--- src/rtl/sar_search.sv ---
// sar_search: successive-approximation controller for an external magnitude
// comparator. It drives the trial (y) operand and walks one bit per accepted
// comparison from the MSB down, then verifies the final candidate.
//
// Optional build macro: SAR_ONEHOT_CHK_EN
//   When defined, any accepted comparison whose flags are not exactly one-hot
//   ends the search with found=0, and the extra output err is raised.
//
// state  | meaning
// IDLE   | waiting for start; result/found held from the last search
// EVAL   | walking bit pointer k from WIDTH-1 down to 0
// VERIFY | all bits resolved; confirm final candidate with one more compare
// DONE   | one-cycle completion pulse, then back to IDLE
module sar_search #(
    parameter int WIDTH = 4
) (
    input  logic             clk,
    input  logic             rst_n,
    input  logic             start,
    output logic [WIDTH-1:0] trial,
    output logic             trial_valid,
    input  logic             cmp_valid,
    input  logic             cmp_eq,
    input  logic             cmp_gt,
    input  logic             cmp_lt,
    output logic             busy,
    output logic             done,
    output logic             found,
`ifdef SAR_ONEHOT_CHK_EN
    output logic             err,
`endif
    output logic [WIDTH-1:0] result
);

    localparam int KW = (WIDTH > 1) ? $clog2(WIDTH) : 1;
    localparam logic [KW-1:0] K_MSB = KW'(WIDTH - 1);
    localparam logic [KW-1:0] K_ONE = KW'(1);

    typedef enum logic [1:0] {
        IDLE   = 2'd0,
        EVAL   = 2'd1,
        VERIFY = 2'd2,
        DONE   = 2'd3
    } state_t;

    state_t           state_q, state_d;
    logic [WIDTH-1:0] trial_q, trial_d;
    logic [WIDTH-1:0] result_q, result_d;
    logic [KW-1:0]    k_q, k_d;
    logic             found_q, found_d;
    logic             err_q, err_d;
    logic             flags_onehot;

    assign flags_onehot = (cmp_eq ^ cmp_gt ^ cmp_lt) & ~(cmp_eq & cmp_gt & cmp_lt);

    // State and datapath registers; reset aborts any search in flight.
    always_ff @(posedge clk or negedge rst_n) begin
        if (!rst_n) begin
            state_q  <= IDLE;
            trial_q  <= '0;
            result_q <= '0;
            k_q      <= K_MSB;
            found_q  <= 1'b0;
            err_q    <= 1'b0;
        end else begin
            state_q  <= state_d;
            trial_q  <= trial_d;
            result_q <= result_d;
            k_q      <= k_d;
            found_q  <= found_d;
            err_q    <= err_d;
        end
    end

    // Next-state and bit-walk logic; trial only moves on accepted compares.
    always_comb begin
        state_d  = state_q;
        trial_d  = trial_q;
        result_d = result_q;
        k_d      = k_q;
        found_d  = found_q;
        err_d    = err_q;
        case (state_q)
            IDLE: begin
                if (start) begin
                    state_d        = EVAL;
                    trial_d        = '0;
                    trial_d[WIDTH-1] = 1'b1;
                    k_d            = K_MSB;
                    found_d        = 1'b0;
                    err_d          = 1'b0;
                end
            end
            EVAL: begin
                if (cmp_valid) begin
`ifdef SAR_ONEHOT_CHK_EN
                    if (!flags_onehot) begin
                        result_d = trial_q;
                        found_d  = 1'b0;
                        err_d    = 1'b1;
                        state_d  = DONE;
                    end else
`endif
                    if (cmp_eq) begin
                        result_d = trial_q;
                        found_d  = 1'b1;
                        state_d  = DONE;
                    end else if (cmp_gt) begin
                        if (k_q != '0) begin
                            trial_d[k_q - K_ONE] = 1'b1;
                            k_d                  = k_q - K_ONE;
                        end else begin
                            // Target above every candidate: comparator is inconsistent.
                            result_d = trial_q;
                            found_d  = 1'b0;
                            state_d  = DONE;
                        end
                    end else begin
                        // lt, or no flag at all, clears the bit under test.
                        trial_d[k_q] = 1'b0;
                        if (k_q != '0) begin
                            trial_d[k_q - K_ONE] = 1'b1;
                            k_d                  = k_q - K_ONE;
                        end else begin
                            state_d = VERIFY;
                        end
                    end
                end
            end
            VERIFY: begin
                if (cmp_valid) begin
                    result_d = trial_q;
                    found_d  = cmp_eq;
                    state_d  = DONE;
`ifdef SAR_ONEHOT_CHK_EN
                    if (!flags_onehot) begin
                        found_d = 1'b0;
                        err_d   = 1'b1;
                    end
`endif
                end
            end
            default: begin
                state_d = IDLE;
            end
        endcase
    end

    assign trial       = trial_q;
    assign trial_valid = (state_q == EVAL) || (state_q == VERIFY);
    assign busy        = (state_q == EVAL) || (state_q == VERIFY);
    assign done        = (state_q == DONE);
    assign found       = found_q;
    assign result      = result_q;
`ifdef SAR_ONEHOT_CHK_EN
    assign err         = err_q;
`else
    logic unused_chk;
    assign unused_chk  = flags_onehot ^ err_q ^ err_d;
`endif

endmodule
--- config.mk ---
export PLATFORM = sky130hd
export DESIGN_NAME = sar_search
export DESIGN_NICKNAME = d
export VERILOG_FILES = /design/src/rtl/sar_search.sv
export SDC_FILE = /design/constraint.sdc
export NUM_CORES = 1
export LEC_CHECK = 0
export BUFFER_PORTS_ARGS = -buffer_cell sky130_fd_sc_hd__buf_2
export CAP_MARGIN = 20
export CELL_PAD_IN_SITES_DETAIL_PLACEMENT = 0
export CELL_PAD_IN_SITES_GLOBAL_PLACEMENT = 2
export CORE_UTILIZATION = 33
export CTS_CLUSTER_DIAMETER = 80
export DETAILED_ROUTE_END_ITERATION = 10
export PLACE_DENSITY = 0.73
export SETUP_SLACK_MARGIN = 0.5
export SLEW_MARGIN = 20
export SYNTH_ARGS = -nofsm -noshare
export SYNTH_HDL_FRONTEND = slang
export SYNTH_SLANG_ARGS = --single-unit
--- constraint.sdc ---
create_clock -name clk -period 2.3 [get_ports clk]
set_clock_uncertainty 0.2 [all_clocks]
set_input_delay 0.23 -clock clk [delete_from_list [all_inputs] [get_ports clk]]
set_output_delay 0.23 -clock clk [all_outputs]
set_load 0.05 [all_outputs]
==> flow_metrics.tcl <==
set metrics [dict create \
    status "finished clean" \
    max_cap_viol_count 0 \
    finalNetCount 129 \
    ys_seq_area_share_pct 37.9 \
    place.gp.congestion 0.722 \
    synth.avg_cell_area_um2 11.0 \
    ioPinCount 19 \
    grt_pass1_wl_um 3070 \
    cp_max_fo 4 \
    drt-total-wl_um 1920 \
    min_from "cmp_eq" \
    cts_made_buffers 3 \
    synth_compound_area_share_pct 21.0 \
    grt_pass1_vias 693 \
    grtUsageTotal_pct 15.3 \
    clkLatencyLatePin_ps 270 \
    clkTransAtPathRegs_ps 90 \
    syn_area_um2 866 \
    r2r-end "state_q[1]" \
    synth_top_family_by_area "compound AO/OA/AOI/OAI gates" \
    wl_per_cell_um 13.6 \
    min_period_ps 1860 \
    synthMuxAreaShare_pct 11.4 \
    via_count 697 \
    rsz0062_at_grt "true" \
    crit_path_end_kind "flip-flop" \
    fmax_mhz 539 \
    slew_violations 0 \
    die_height_um 53.2 \
    nFillCells 243 \
    drtIter0Drc 3 \
    drive_gt1_share_pct 55.0 \
    path_cells "inv_2 -> ha_2 -> and2b_4 -> a311o_2 -> mux2_4" \
    hold_viol 0 \
    drcViolationCount 0 \
    grt_max_degree 14 \
    n_antenna_cell 0 \
    layout_common_cells "buf_2, buf_4, dfrtp_1" \
    port_buffers 17 \
    syn_nets 96 \
    final-setup-viol-count 0 \
    yosys.area_share.simple_pct 10.1 \
    layout_commonest_cell "buf_2" \
    antenna_found_initial 0 \
    start_util_pct 34.9 \
    worstMarginPinSlew_ps 317 \
    cts_root_buffer "clkbuf_4" \
    crit_required_ps 2270 \
    yosysWarnings 0 \
    clock_path_buffers 2 \
    dieArea_um2 2830 \
    slowest_stage "dfrtp_2" \
    cp-start-kind "flip-flop" \
    row_count 18 \
    worstHoldEndpoint "found" \
    ant_nets 0 \
    grt-ovfl-total 0 \
    setup_tns_ps 0 \
    coreArea_um2 2480 \
    hpwl_um 1280 \
    synthAdderAreaFrac_pct 14.5 \
    synth_seq_cells 13 \
    synth_xor_area_share_pct 0 \
    via_per_inst 4.94 \
    slowest_delay_ps 420 \
    worst_r2r_path_depth 5 \
    firstDrtPassIters 4 \
    reg2reg_setup_slack_ps 440 \
    reg2reg_from "state_q[0]" \
    hold_path.class "input port to flip-flop" \
    clock_sinks 13 \
    crit_type "flip-flop to flip-flop" \
    htree_levels 1 \
    cp.arrival_ps 1820 \
    syn2layout_area_growth_pct 37.4 \
    dieWidth_um 53.2 \
    maxSlewHeadroom_pct 78.9 \
    synth.distinct_cells 31 \
    timing.final.crit_share_pct 80.7 \
    synthCells 79 \
    min_path_cells 2 \
    cts_tree "done" \
]
==> Yosys cell counts (all sizes together) <==
cell type | count | area, um2
a211oi | 1 | 7.51
a21boi | 2 | 15.0
a21o | 1 | 7.51
a21oi | 1 | 16.3
a221o | 1 | 10.0
a311o | 1 | 11.3
a31oi | 1 | 6.26
a32o | 3 | 30.0
and2 | 1 | 7.51
and2b | 3 | 27.5
and3 | 1 | 6.26
buf | 2 | 18.8
dfrtp | 11 | 275
dfstp | 2 | 52.6
ha | 10 | 125
inv | 7 | 26.3
mux2 | 7 | 78.8
mux2i | 2 | 20.0
nand2 | 3 | 11.3
nand2b | 1 | 6.26
nand3b | 1 | 7.51
nor2 | 1 | 3.75
nor2b | 2 | 12.5
nor3 | 1 | 5.00
o21ai | 11 | 58.8
o21ba | 1 | 10.0
o221ai | 1 | 8.76
==> kinds of logic (layout without fill, tap and decap cells) <==
logic type                 after synthesis  in the layout
DFF                                     13             13
and+or+nand+nor                         14             14
AOI/OAI and AO/OA                       24             24
adders and majority gates               10             10
muxes                                    9              9
buffers and inverters                    9             41
==> worst max-delay path: cells and delay by family, from the launching register on <==
| kind | cells | cell delay, ps |
|---|---|---|
| buf+inv | 1 | 50 |
| flops | 1 | 420 |
| simple gates | 1 | 180 |
| compound gates | 1 | 390 |
| fa+ha+maj | 1 | 190 |
| mux | 1 | 310 |
==> through the flow <==
step                hold slack, ps  setup WS (ps)  instances  utilization [%]  area [um2]
floorplan                     -266            444         79                -         902
finish                         113            443        141             48.0        1190
global placement             -58.6            292        124             40.6        1010
CTS                           3.60            442        140             47.3        1170
detailed placement           -61.6            284        124             40.6        1010
global route                   105            379        141             48.0        1190
==> state kept, by name, indices dropped and copies added, names as in the netlist <==
name / flops
result: 4
trial: 4
k_q: 2
state_q: 2
found: 1
==> area by class of cell <==
cell class	instances	area, um2	share of cell area (%)
timing repair buffer	30	200	16.8
sequential	13	329	27.7
multi-input combinational	57	569	47.8
tap	30	37.5	3.15
clock buffer	3	22.5	1.89
clock inverter	1	5.00	0.421
inverter	7	26.3	2.21
==> how the worst max path moves through the flow <==
| stage | startpoint | to | slack (ps) | depth (start not counted) |
|---|---|---|---|---|
| final | state_q[0] | state_q[1] | 440 | 5 |
| after global routing | state_q[0] | state_q[1] | 380 | 5 |
| after CTS | state_q[0] | state_q[1] | 440 | 5 |
| after detailed placement | k_q[1] | result[0] | 280 | 6 |
| after global placement | k_q[1] | result[3] | 290 | 6 |
| after floorplan | k_q[1] | result[0] | 440 | 6 |
==> layer usage <==
metal  part of all wire [%]  vias up  GRT usage [%]
li1                       -      348              -
met5                      0        -              0
met2                     48       10           23.3
met1                     48      335           19.9
met4                    1.4        0           7.46
met3                    2.4        4           3.74
==> timing repair <==
| action | CTS | global route |
|---|---|---|
| buffers inserted | 11 | 0 |
| pin swaps | 2 | 3 |
| gates resized for setup | 12 | 3 |
| setup endpoints to repair | 12 | 12 |
| hold buffers | 1 | 1 |
| hold endpoints to repair | 13 | 1 |
Power is left out: the tool's default activity adds up to more than one toggle a clock period on the data nets, which glitch-free logic cannot reach.
